`src/rtl/serial_adder.sv`:
```
`default_nettype none
// ============================================================================
//  Module      : serial_adder
//  Description : Multi-cycle WIDTH-bit adder/subtractor. Processes SLICE bits
//                per clock through a ripple slice with a registered carry.
//                Uses a start/busy/done handshake.
//  Revision    : 1.0 - initial release
// ============================================================================
module serial_adder #(
  parameter int WIDTH = 8,
  parameter int SLICE = 1
) (
  input  logic             clk,
  input  logic             rst,
  input  logic             start,
  input  logic             sub,
  input  logic [WIDTH-1:0] a,
  input  logic [WIDTH-1:0] b,
  input  logic             c_in,
  output logic             busy,
  output logic             done,
  output logic [WIDTH-1:0] sum,
  output logic             c_out,
  output logic             overflow
);

  // Refuse to elaborate a slicing that leaves a partial slice at the top.
  if (WIDTH < 1 || SLICE < 1 || (WIDTH % SLICE) != 0) begin : g_bad_params
    $error("serial_adder: WIDTH must be a positive integer multiple of SLICE");
  end

  localparam int C_N     = WIDTH / SLICE;
  localparam int C_CNT_W = (C_N > 1) ? $clog2(C_N) : 1;
  localparam logic [C_CNT_W-1:0] C_LAST = C_CNT_W'(C_N - 1);

  typedef enum logic [0:0] {
    ST_IDLE = 1'b0,
    ST_RUN  = 1'b1
  } state_t;

  state_t             state_q, state_d;
  logic [WIDTH-1:0]   a_q, a_d;
  logic [WIDTH-1:0]   b_q, b_d;        // already inverted for subtract
  logic               carry_q, carry_d;
  logic [C_CNT_W-1:0] cnt_q, cnt_d;
  logic [WIDTH-1:0]   res_q, res_d;    // partial result, filled from the MSB side
  logic [WIDTH-1:0]   sum_q, sum_d;
  logic               c_out_q, c_out_d;
  logic               ovf_q, ovf_d;
  logic               done_q, done_d;

  logic [SLICE-1:0]       w_slice_sum;
  logic                   w_c_slice;   // carry out of the current slice
  logic                   w_c_msb;     // carry into the top bit of the current slice
  logic [WIDTH+SLICE-1:0] w_res_cat;
  logic [WIDTH-1:0]       w_res_next;

  // Ripple adder over the low SLICE bits of the operand shift registers.
  always_comb begin : slice_adder
    logic v_c;
    v_c         = carry_q;
    w_c_msb     = carry_q;
    w_slice_sum = '0;
    for (int i = 0; i < SLICE; i++) begin
      w_c_msb        = v_c;
      w_slice_sum[i] = a_q[i] ^ b_q[i] ^ v_c;
      v_c            = (a_q[i] & b_q[i]) | (v_c & (a_q[i] ^ b_q[i]));
    end
    w_c_slice = v_c;
  end

  // New slice enters at the MSB end while older slices move toward bit 0.
  assign w_res_cat  = {w_slice_sum, res_q};
  assign w_res_next = w_res_cat[WIDTH+SLICE-1:SLICE];

  // Next-state and datapath control; outputs only change on the final slice.
  always_comb begin
    state_d = state_q;
    a_d     = a_q;
    b_d     = b_q;
    carry_d = carry_q;
    cnt_d   = cnt_q;
    res_d   = res_q;
    sum_d   = sum_q;
    c_out_d = c_out_q;
    ovf_d   = ovf_q;
    done_d  = 1'b0;
    case (state_q)
      ST_IDLE: begin
        if (start) begin
          a_d     = a;
          b_d     = sub ? ~b : b;
          carry_d = c_in ^ sub;
          cnt_d   = '0;
          res_d   = '0;
          state_d = ST_RUN;
        end
      end
      ST_RUN: begin
        a_d     = a_q >> SLICE;
        b_d     = b_q >> SLICE;
        carry_d = w_c_slice;
        res_d   = w_res_next;
        cnt_d   = cnt_q + 1'b1;
        if (cnt_q == C_LAST) begin
          sum_d   = w_res_next;
          c_out_d = w_c_slice;
          ovf_d   = w_c_msb ^ w_c_slice;
          done_d  = 1'b1;
          cnt_d   = '0;
          state_d = ST_IDLE;
        end
      end
      default: state_d = ST_IDLE;
    endcase
  end

  // State and datapath registers with synchronous reset.
  always_ff @(posedge clk) begin
    if (rst) begin
      state_q <= ST_IDLE;
      a_q     <= '0;
      b_q     <= '0;
      carry_q <= 1'b0;
      cnt_q   <= '0;
      res_q   <= '0;
      sum_q   <= '0;
      c_out_q <= 1'b0;
      ovf_q   <= 1'b0;
      done_q  <= 1'b0;
    end else begin
      state_q <= state_d;
      a_q     <= a_d;
      b_q     <= b_d;
      carry_q <= carry_d;
      cnt_q   <= cnt_d;
      res_q   <= res_d;
      sum_q   <= sum_d;
      c_out_q <= c_out_d;
      ovf_q   <= ovf_d;
      done_q  <= done_d;
    end
  end

  assign busy     = (state_q == ST_RUN);
  assign done     = done_q;
  assign sum      = sum_q;
  assign c_out    = c_out_q;
  assign overflow = ovf_q;

endmodule
`default_nettype wire

```
`config.mk`:
```
export PLATFORM = sky130hd
export DESIGN_NAME = serial_adder
export DESIGN_NICKNAME = d
export VERILOG_FILES = /design/src/rtl/serial_adder.sv
export SDC_FILE = /design/constraint.sdc
export NUM_CORES = 1
export LEC_CHECK = 0
export ABC_AREA = 1
export CORE_UTILIZATION = 51
export DETAILED_ROUTE_END_ITERATION = 10
export GPL_ROUTABILITY_DRIVEN = 0
export PLACE_DENSITY = 0.79
export SLEW_MARGIN = 20
export SYNTH_ARGS = -nofsm -noshare
export SYNTH_HDL_FRONTEND = slang
export SYNTH_SLANG_ARGS = --single-unit
```
`constraint.sdc`:
```
create_clock -name clk -period 1.4 [get_ports clk]
set_input_delay 0.42 -clock clk [delete_from_list [all_inputs] [get_ports clk]]
set_output_delay 0.42 -clock clk [all_outputs]
set_load 0.01 [all_outputs]
```
Word-level counts from Yosys, hierarchy flattened
Index checks and enable logic that the tools add are counted.
{"block": "totals", "inputBits": 21, "register_bits": 40, "elab_cells": 40}
{"block": "op_classes", "n_bitwise": 9, "n_mux": 16, "n_eq_ne": 2, "n_reduce_logical": 2, "n_addsub": 1}
{"operator": "case mux 8 bit (2 select lines)", "n": 3}
{"operator": "two-way mux 8 bit", "n": 4}
{"operator": "NOT 8 bit", "n": 1}
{"operator": "two-way mux 3 bit", "n": 2}
{"operator": "case mux 3 bit (2 select lines)", "n": 1}
{"operator": "two-way mux 1 bit", "n": 4}
{"operator": "case mux 1 bit (2 select lines)", "n": 2}
{"operator": "bitwise XOR 1 bit", "n": 4}
{"operator": "adder 3 x 1 -> 3 bit, second input constant", "n": 1}
{"operator": "equality test 3 bit, second input constant", "n": 1}
{"operator": "bitwise AND 1 bit", "n": 2}
{"operator": "!= test 2 bit, second input constant", "n": 1}
{"operator": "AND reduction 2 bit", "n": 1}
{"operator": "OR reduction 2 bit", "n": 1}
{"operator": "NOT 1 bit", "n": 1}
{"operator": "bitwise OR 1 bit", "n": 1}

Longest topological paths before layout
{"block": "logic_depth", "depth_word": 4, "ltp_mapped": 7, "depth_no_buf": 6}

Worst setup path after synthesis
OpenSTA, ideal clock, no wires.
{"block": "synth_timing", "path_type": "register -> register", "from": "register cnt_q[0]", "to": "register sum_q[0] (netlist: sum[0])", "t_arrival_ns": 1.135, "path_slack_ns": 0.149, "stages_incl_launch_ff": 8, "path_buffers": 1, "synth_period_minus_slack_ns": 1.251, "path_cell_list": "dfxtp_1 -> ha_1 -> ha_1 -> nand2_2 -> inv_2 -> buf_4 -> nor2_1 -> nor2_1"}
{"block": "synth_via", "elab_chain_len": 2}
{"element": "from (decl)", "line_no": "45", "text": "logic [C_CNT_W-1:0] cnt_q, cnt_d;"}
{"element": "from (signal assigned)", "line_no": "136", "text": "cnt_q <= cnt_d;"}
{"element": "equality test 3 bit", "line_no": "105", "text": "if (cnt_q == C_LAST) begin"}
{"element": "AND reduction 2 bit (no source line)"}
{"element": "to (signal assigned)", "line_no": "138", "text": "sum_q <= sum_d;"}
{"element": "to (decl)", "line_no": "47", "text": "logic [WIDTH-1:0] sum_q, sum_d;"}
No other way between the ends.
A chain may end at the register's enable or synchronous reset.

Worst setup path in the final report
{"block": "layout_timing", "from": "register cnt_q[0]", "to": "register sum_q[2] (netlist: sum[2])"}
Same word-level chain as after synthesis.

==> impl_results.md <==
* RSZ-0062 raised after global routing: no
* Post-synth EDFFs at 0
* Port Buf Inserts at 32
* Hold buffers post-CTS at 0
* Post-route worst setup slack at 116 ps
* CTS Sinks at 39
* Setup Slack @ Placement at -193 ps
* Worst slew pin tran at 448 ps
* Flip-flop and latch count after synthesis at 39
* Routed WL per cell at 9.98 µm
* Worst Path Max Fanout at 9
* Asr flop ratio synth at 0%
* Skew final at 11.4 ps
* Final core occ at 67.2%
* Drt drc at 0
* CP cell instances: ha_1 > ha_1 > nand2_2 > buf_4 > o21ai_0 > nor2_1
* Placed insts at 314
* Fin Setup TNS at 0 ps
* CTS max path bufs at 2
* Fmax at 779 MHz
* Crit path required time at 1670 ps
* Total power at 2.01 mW
* Seq/Total Area, Yosys at 45.3%
* Crit-path leading delay family: flip-flops
* Via count at 1572
* Layout Nets at 302
* Post-route cell area at 0.00210 mm²
* CTS clk-pin slew, worst paths at 120 ps
* Grt ovf at 0
* CP max stage delay at 380 ps
* First-pass GRT wire length at 5.44 mm
* Clk Latency, worst-skew pair at 360 ps
* H-tree depth at 2
* CP max stage cell: dfxtp_1
* Hold WS at 470 ps
* Area after DPL at 0.00210 mm²
* Fin crit share at 91.7%
* Critical Path Sink Type: flop
* Cts bufs inserted at 5
* Worst Path Class, Setup: reg2reg
* Pin count of the biggest net entering global routing at 24
* Chip Width at 60.2 µm
* DR pass1 iterations at 4
* Max_cap viols at 0
* Root Driver: clkbuf_4
* Share of layout cells above drive strength 1 at 12.6%
* Final slew viol count at 0
* Most common cell after layout, fill and taps aside: nand2_1
* Final wirelength at 3.21 mm
* Yosys warnings at 0
* Most used cell, CP: ha_1
* Die area at 0.00362 mm²
* Post-Layout Cell Count at 322
* Worst path bufs/invs at 1
* Core ar. at 0.00313 mm²
* Syn_nets at 266
* Power density cells at 958 mW/mm²
* Die Height at 60.2 µm
* Hold crit path type: reg2reg
* Post-synthesis instance total at 241
* Final Hold Viols at 0
* Ys flop type: dfxtp_1
* Syn Area/Cell at 7.16 µm²
* Final Setup Violations at 0
* Via/cell ratio at 4.88
* Status: complete, no violations
* Post-DP HPWL at 2.26 mm
* Initial Util at 55.2%
* Setup Fix Bufs, Post-CTS at 0
* Static Leakage at 0.979 nW
* Commonest non-fill, non-tap cells in the layout: 71 x nand2_1, 39 x dfxtp_1, 27 x nor2_1, 21 x a21oi_1, 20 x clkdlybuf4s50_1
* IO Count at 33
* Max IR drop VDD at 0.000469 V
* Vias in the first global route at 1328
* Post-synthesis cell area at 0.00173 mm²
* Detailed Route Iter0 Violations at 54
* Max transition margin at 70.1%
* Cell variety after synth at 21
* Layout area overhead at 21.8%
* FP Rows at 20
* Gr usage total at 20.5%
* Post-DRT Antenna Nets at 0
* Initial antenna violation count at 0
* WP data arrival at 1550 ps
* Fin crit period at 1280 ps
* CTS tree: done
* Setup crit start kind: flop
* # diodes at 0
-- synth_stat cells, types with 4 or more instances --
cell type / n / area (µm²)
nand3_1: 15 / 75.1
clkinv_1: 7 / 26.3
nand2_1: 71 / 267
inv_1: 19 / 71.3
inv_2: 4 / 15.0
a21oi_1: 21 / 105
a22oi_1: 9 / 67.6
nor2_1: 27 / 101
o21ai_0: 8 / 40.0
dfxtp_1: 39 / 781
-- logic make-up after synthesis --
group | Yosys count | synth area share (%)
compound gates | 39 | 12.6
xor+xnor | 1 | 0.508
fa+ha+maj | 4 | 3.34
buf+inv | 41 | 10.7
flops | 39 | 45.3
simple gates | 117 | 27.6
-- final cells by class --
class                   instances  area (µm²)
multi-input cells             161         761
flip-flops and latches         39         781
inverters                      30         115
clock buffers                   5        37.5
well taps                      44        55.1
repair buffers                 40         333
fillers                       301        1030
clock inverters                 3        20.0
-- where the power goes --
| part | total [mW] | switching [mW] | internal [mW] |
|---|---|---|---|
| clock network | 0.576 | 0.385 | 0.192 |
| logic | 0.270 | 0.142 | 0.129 |
| registers | 1.17 | 0.0211 | 1.15 |
| total | 2.01 | 0.547 | 1.47 |
-- per-layer routing --
metal  part of all wire, %  wire length (µm)  GRT usage, %  vias up
li1                      -                 -             -      828
met1                    47              1510          24.2      700
met2                    47              1490          33.1       36
met3                   4.3               139          6.71        8
met4                   2.2                70          9.97        0
met5                     0                 0             0        -
-- path summary, 6_finish.rpt --
check | startpoint | end | slack [ps] | depth (start not counted)
worst max-delay path | cnt_q[0] | sum[2] | 120 | 6
worst min-delay path | b_q[7] | b_q[7] | 470 | 2
worst max register to register | cnt_q[0] | sum[2] | 120 | 6
worst min register to register | b_q[7] | b_q[7] | 470 | 2
-- state kept, by name (all words and copies together) (netlist names) --
| signal | cells |
|---|---|
| overflow | 1 |
| cnt_q | 3 |
| b_q | 8 |
| sum | 8 |
| c_out | 1 |
| done | 1 |
| a_q | 8 |
| res_q | 7 |
| carry_q | 1 |
| busy | 1 |
-- timing repair --
action,4_1_cts,5_1_grt
pin swaps,0,0
hold endpoints to repair,0,0
gates resized for setup,18,20
setup endpoints to repair,12,14
-- worst reg2reg max path, stage by stage, from the launching register on --
cell and delay (ps):
dfxtp_1 380, ha_1 180, ha_1 160, nand2_2 80, buf_4 180, o21ai_0 150
nor2_1 60
No activity file was read; power rests on OpenSTA's default activity.
==> RTL edit 1 (same settings) <==
Take the reset off `b_q` and load it in a clocked block of its own.
--- a/src/rtl/serial_adder.sv
+++ b/src/rtl/serial_adder.sv
@@ -120,7 +120,6 @@
     if (rst) begin
       state_q <= ST_IDLE;
       a_q     <= '0;
-      b_q     <= '0;
       carry_q <= 1'b0;
       cnt_q   <= '0;
       res_q   <= '0;
@@ -131,7 +130,6 @@
     end else begin
       state_q <= state_d;
       a_q     <= a_d;
-      b_q     <= b_d;
       carry_q <= carry_d;
       cnt_q   <= cnt_d;
       res_q   <= res_d;
@@ -140,6 +138,10 @@
       ovf_q   <= ovf_d;
       done_q  <= done_d;
     end
+  end
+
+  always_ff @(posedge clk) begin
+    b_q <= b_d;
   end
 
   assign busy     = (state_q == ST_RUN);
Formal check against the unedited RTL: same outputs for any inputs over 10 cycles, from zero or initial values and one cycle with rst high; that may be too few to reach the edited logic, so the function may still have changed.
==> RTL edit 1 against the unedited design <==
  * Sequential power up 6%
  * Die area down 4.5%
  * Wire length fell by 5.0%
  * Total power grew 1.5%
  * Worst setup slack got worse by 0.061 ns
  * Global-route usage shrank 0.63 points
  * Cell area grew 0.30%
  * Largest power group unchanged
  * Critical path type is now reg2out
  * Synthesized area decreased by 4.6%
  * Sequential cell count unchanged
==> RTL edit 1: results (changes against the unedited design) <==
status=complete, no violations; worst skew pair latency=0.32 ns (-0.04 ns); layout cells sized above 1=10.3% (-2.3 points); max incr delay on CP=0.34 ns (-0.04 ns); crit-path max FO=2 (-7); ranking of synthesized cells by area=dfxtp_1, edfxtp_1, nand2_1; delay-heaviest family, CP=flip-flops; cell leakage power=0.915 nW (-6.5%); drt wl/cell=11.0 microns (+10%); sw power=0.493 mW (-10%); normalized max-slew margin=78.5% (+8.4 points); r2r startpoint=b_q[0]$_DFFE_PP_; pin count of the biggest net entering global routing=33 (+38%); Final nets=257 (-15%); worst vdd ir=601 uV (+28%); register area share after synthesis=52.3% (+7.1 points); Hold Slack=0.471 ns (+0.000506 ns); Routed WL=3050 microns (-5.0%); Post-Syn Nets=218 (-18%); wire length on met3=132 microns (-5.0%); Crit path arrival time=0.92 ns (-0.63 ns); Post-synth EDFFs=8 (+8); Detailed Place HPWL=2300 microns (+1.7%); hold endpoint=sum[0]$_SDFFE_PP0P_; asr flop ratio synth=0% (unchanged); worst hold path startpoint=sum[0]$_SDFFE_PP0P_; final setup margin=0.0558 ns (-0.0606 ns); Met2 Routed Length=1600 microns (+7.0%); post-placement cell count=269 (-14%); commonest cells in the netlist=nand2_1, dfxtp_1, nand3_1; initial drt markers=63 (+17%); FF-to-FF End=carry_q$_SDFFE_PP0P_; first-pass GRT wire length=5180 microns (-4.8%); Worst Reg-to-Reg Cells=5 (-1); Total Routing Usage GR=19.9% (-0.63 points); syn avg cell area=8.53 sq um (+19%); count of cell types in the netlist=20 (-4.8%); DR vias=1343 (-15%); pre-CTS WS=-0.178 ns (+0.0148 ns); Synth Warn #=0 (unchanged); Cell Area, Placed=2060 sq um (-1.8%); worst clock skew=0.0100 ns (-0.00134 ns)
[RTL edit 1: how the worst max path moves through the flow]
stage | startpoint | end
finish | sum[6]$_SDFFE_PP0P_ | sum[6]
CTS | busy$_SDFF_PP0_ | busy
detailed placement | start | carry_q$_SDFFE_PP0P_
global placement | rst | c_out$_SDFFE_PP0P_
global route | sum[2]$_SDFFE_PP0P_ | sum[2]
floorplan | start | b_q[0]$_DFFE_PP_
[RTL edit 1: cells by family after synthesis]
family	count (synthesis)	synth area share [%]
compound gates	28	9.28
xor+xnor	9	4.79
simple gates	85	22.3
flops	39	52.3
fa+ha+maj	4	3.50
buf+inv	28	7.83
[RTL edit 1: timing repair]
action	4_1_cts	5_1_grt
cloned	0	0
setup buffers	0	0
gates resized for setup	12	16
hold endpoints to repair	0	0
hold buffers	0	0
setup endpoints to repair	12	21
[RTL edit 1: tightest hold or removal path, cell delays in order (launching register included)]
cell	delay, ns
dfxtp_1	0.32
nand2_1	0.06
a21oi_1	0.05
[RTL edit 1: power by group through the flow]
stage	clock [mW]	combinational, mW	sequential, mW
2_1_floorplan	0	0.163	1.26
3_3_place_gp	0	0.275	1.26
3_5_place_dp	0	0.286	1.26
4_1_cts	0.540	0.285	1.23
5_1_grt	0.597	0.319	1.24
6_report	0.524	0.285	1.24
[RTL edit 1: layer usage]
layer | up-vias | GRT usage [%]
met4 | 0 | 5.78
met3 | 2 | 5.93
met1 | 603 | 23.0
met5 | - | 0
met2 | 30 | 35.2
li1 | 708 | -
[RTL edit 1: cell type report]
cell class	count	area, sq um
clock buffer	7	45.0
sequential	39	861
fill	259	945
tap	44	55.1
clock inverter	1	5.00
inverter	17	63.8
timing repair buffer	43	418
multi-input combinational	126	661
==> RTL edit 2 (same settings) <==
Made on the original files. `WIDTH`: 8 -> 16.
--- a/src/rtl/serial_adder.sv
+++ b/src/rtl/serial_adder.sv
@@ -7,7 +7,7 @@
 //  Revision    : 1.0 - initial release
 // ============================================================================
 module serial_adder #(
-  parameter int WIDTH = 8,
+  parameter int WIDTH = 16,
   parameter int SLICE = 1
 ) (
   input  logic             clk,
Interface: changed (resized a, b and sum); port bits go from 33 to 57. No check against the original RTL was run, so the function may have changed too.
==> RTL edit 2 against the unedited design <==
  * Wire length grew 95%
  * Maximum frequency shrank 6.7%
  * Sequential cell count grew 33
  * Combinational power grew 75%
  * Synthesized area grew 76%
  * Count of clock-buffer cells in the layout grew 8
  * Non-clock buffer count grew 30
  * Worst setup slack lost 0.092 ns
  * Global-route usage grew 1.1 points
  * Die area grew 73%
  * Clock power grew 140%
  * Cell area grew 83%
  * Clock skew shrank 0.0059 ns
  * Highest routed layer unchanged
  * Total power grew 100%
==> RTL edit 2: results (changes against the unedited design) <==
cell leakage power=1.72 nW (+76%); register area share after synthesis=47.4% (+2.2 points); ranking of synthesized cells by area=dfxtp_1, nand2_1, a21oi_1; critical path's slowest cell=dfxtp_1; clock-pin slew on the worst setup and hold paths=0.07 ns (-0.05 ns); worst hold path startpoint=res_q[1]$_SDFFE_PP0P_; DR vias=2619 (+67%); first-pass GRT wire length=10500 microns (+94%); worst clock skew=0.00547 ns (-0.00590 ns); drt pass-1 iters=5 (+1); flop-to-flop setup slack=0.09 ns (-0.03 ns); FF-to-FF End=overflow$_SDFFE_PP0P_; status=complete, no violations; H-tree depth=3 (+1); worst vdd ir=576 uV (+23%); Cell Area, Placed=3690 sq um (+75%); layout cells sized above 1=8.20% (-4.4 points); Total Routing Usage GR=21.6% (+1.1 points); commonest cells in the netlist=nand2_1, dfxtp_1, a21oi_1; Root Buffer=clkbuf_8; vias in the first global route=2533 (+91%); maximum clock frequency=727 MHz (-6.7%); normalized max-slew margin=81.6% (+12 points); initial drt markers=126 (+130%); Detailed Place HPWL=4210 microns (+86%); pre-CTS WS=-0.238 ns (-0.0452 ns); Pint=3.04 mW (+110%); r2r startpoint=busy$_SDFF_PP0_; Crit path arrival time=0.96 ns (-0.59 ns); FF/Latch Area=1440 sq um (+85%); Post-Syn Nets=430 (+62%); hold endpoint=sum[0]$_SDFFE_PP0P_; post-route insts no fill=523 (+62%); total CTS buffers=9 (+4); post-placement cell count=507 (+61%); drt wl/cell=12.0 microns (+20%); Filler cells=495 (+64%); crit-path max FO=2 (-7); port bufs=56 (+75%); Final nets=485 (+61%); count of cell types in the netlist=22 (+4.8%); pin count of the biggest net entering global routing=53 (+120%); max incr delay on CP=0.34 ns (-0.04 ns); syn avg cell area=7.77 sq um (+8.5%); worst skew pair latency=0.34 ns (-0.02 ns)
[RTL edit 2: metal layers]
layer / global-route usage, % / wire length [microns] / share of wire [%] / vias up
met5: 0 / 0 / 0 / -
met4: 13.3 / 122 / 1.9 / 0
met3: 3.68 / 292 / 4.7 / 10
met2: 37.6 / 3080 / 49 / 69
met1: 24.4 / 2780 / 44 / 1182
li1: - / - / - / 1358
[RTL edit 2: worst max-delay path by stage]
| stage | cells past startpoint | start | end |
|---|---|---|---|
| finish | 1 | sum[1]$_SDFFE_PP0P_ | sum[1] |
| global route | 6 | busy$_SDFF_PP0_ | overflow$_SDFFE_PP0P_ |
| CTS | 1 | sum[0]$_SDFFE_PP0P_ | sum[0] |
| detailed placement | 6 | start | b_q[1]$_SDFFE_PP0P_ |
| global placement | 6 | start | b_q[1]$_SDFFE_PP0P_ |
| floorplan | 6 | cnt_q[0]$_SDFFE_PP0P_ | sum[10]$_SDFFE_PP0P_ |
[RTL edit 2: logic make-up (layout without fill, tap and decap cells)]
logic type,Yosys count,in the layout,synth area share [%]
fa+ha+maj,2,2,1.07
buf+inv,47,107,8.20
compound gates,55,55,10.5
xor+xnor,18,18,5.19
simple gates,197,197,27.6
flops,72,72,47.4
[RTL edit 2: power by group through the flow]
stage | sequential, mW | clock (mW) | combinational (mW)
2_1_floorplan | 2.20 | 0 | 0.282
3_3_place_gp | 2.20 | 0 | 0.461
3_5_place_dp | 2.21 | 0 | 0.474
4_1_cts | 2.16 | 1.42 | 0.475
5_1_grt | 2.17 | 1.51 | 0.524
6_report | 2.16 | 1.40 | 0.473
[RTL edit 2: timing repair]
item	4_1_cts	5_1_grt
gates cloned	0	0
buffers inserted	0	0
endpoints found under the setup margin	20	24
hold buffers	0	0
resized for setup	22	12
pin swaps	0	1
[RTL edit 2: layout make-up]
cell class                 instances  area share (%)
sequential                        72            37.5
multi-input combinational        272            35.1
timing repair buffer              70            18.7
clock buffer                      13            3.87
tap                               72            2.34
inverter                          21            2.05
clock inverter                     3           0.455
[RTL edit 2: metrics by stage]
step / hold slack, ns / power (mW)
final: 0.444 / 4.03
after floorplan: 0.419 / 2.48
after CTS: 0.448 / 4.06
after global routing: 0.485 / 4.21
after global placement: 0.433 / 2.67
after detailed placement: 0.431 / 2.68
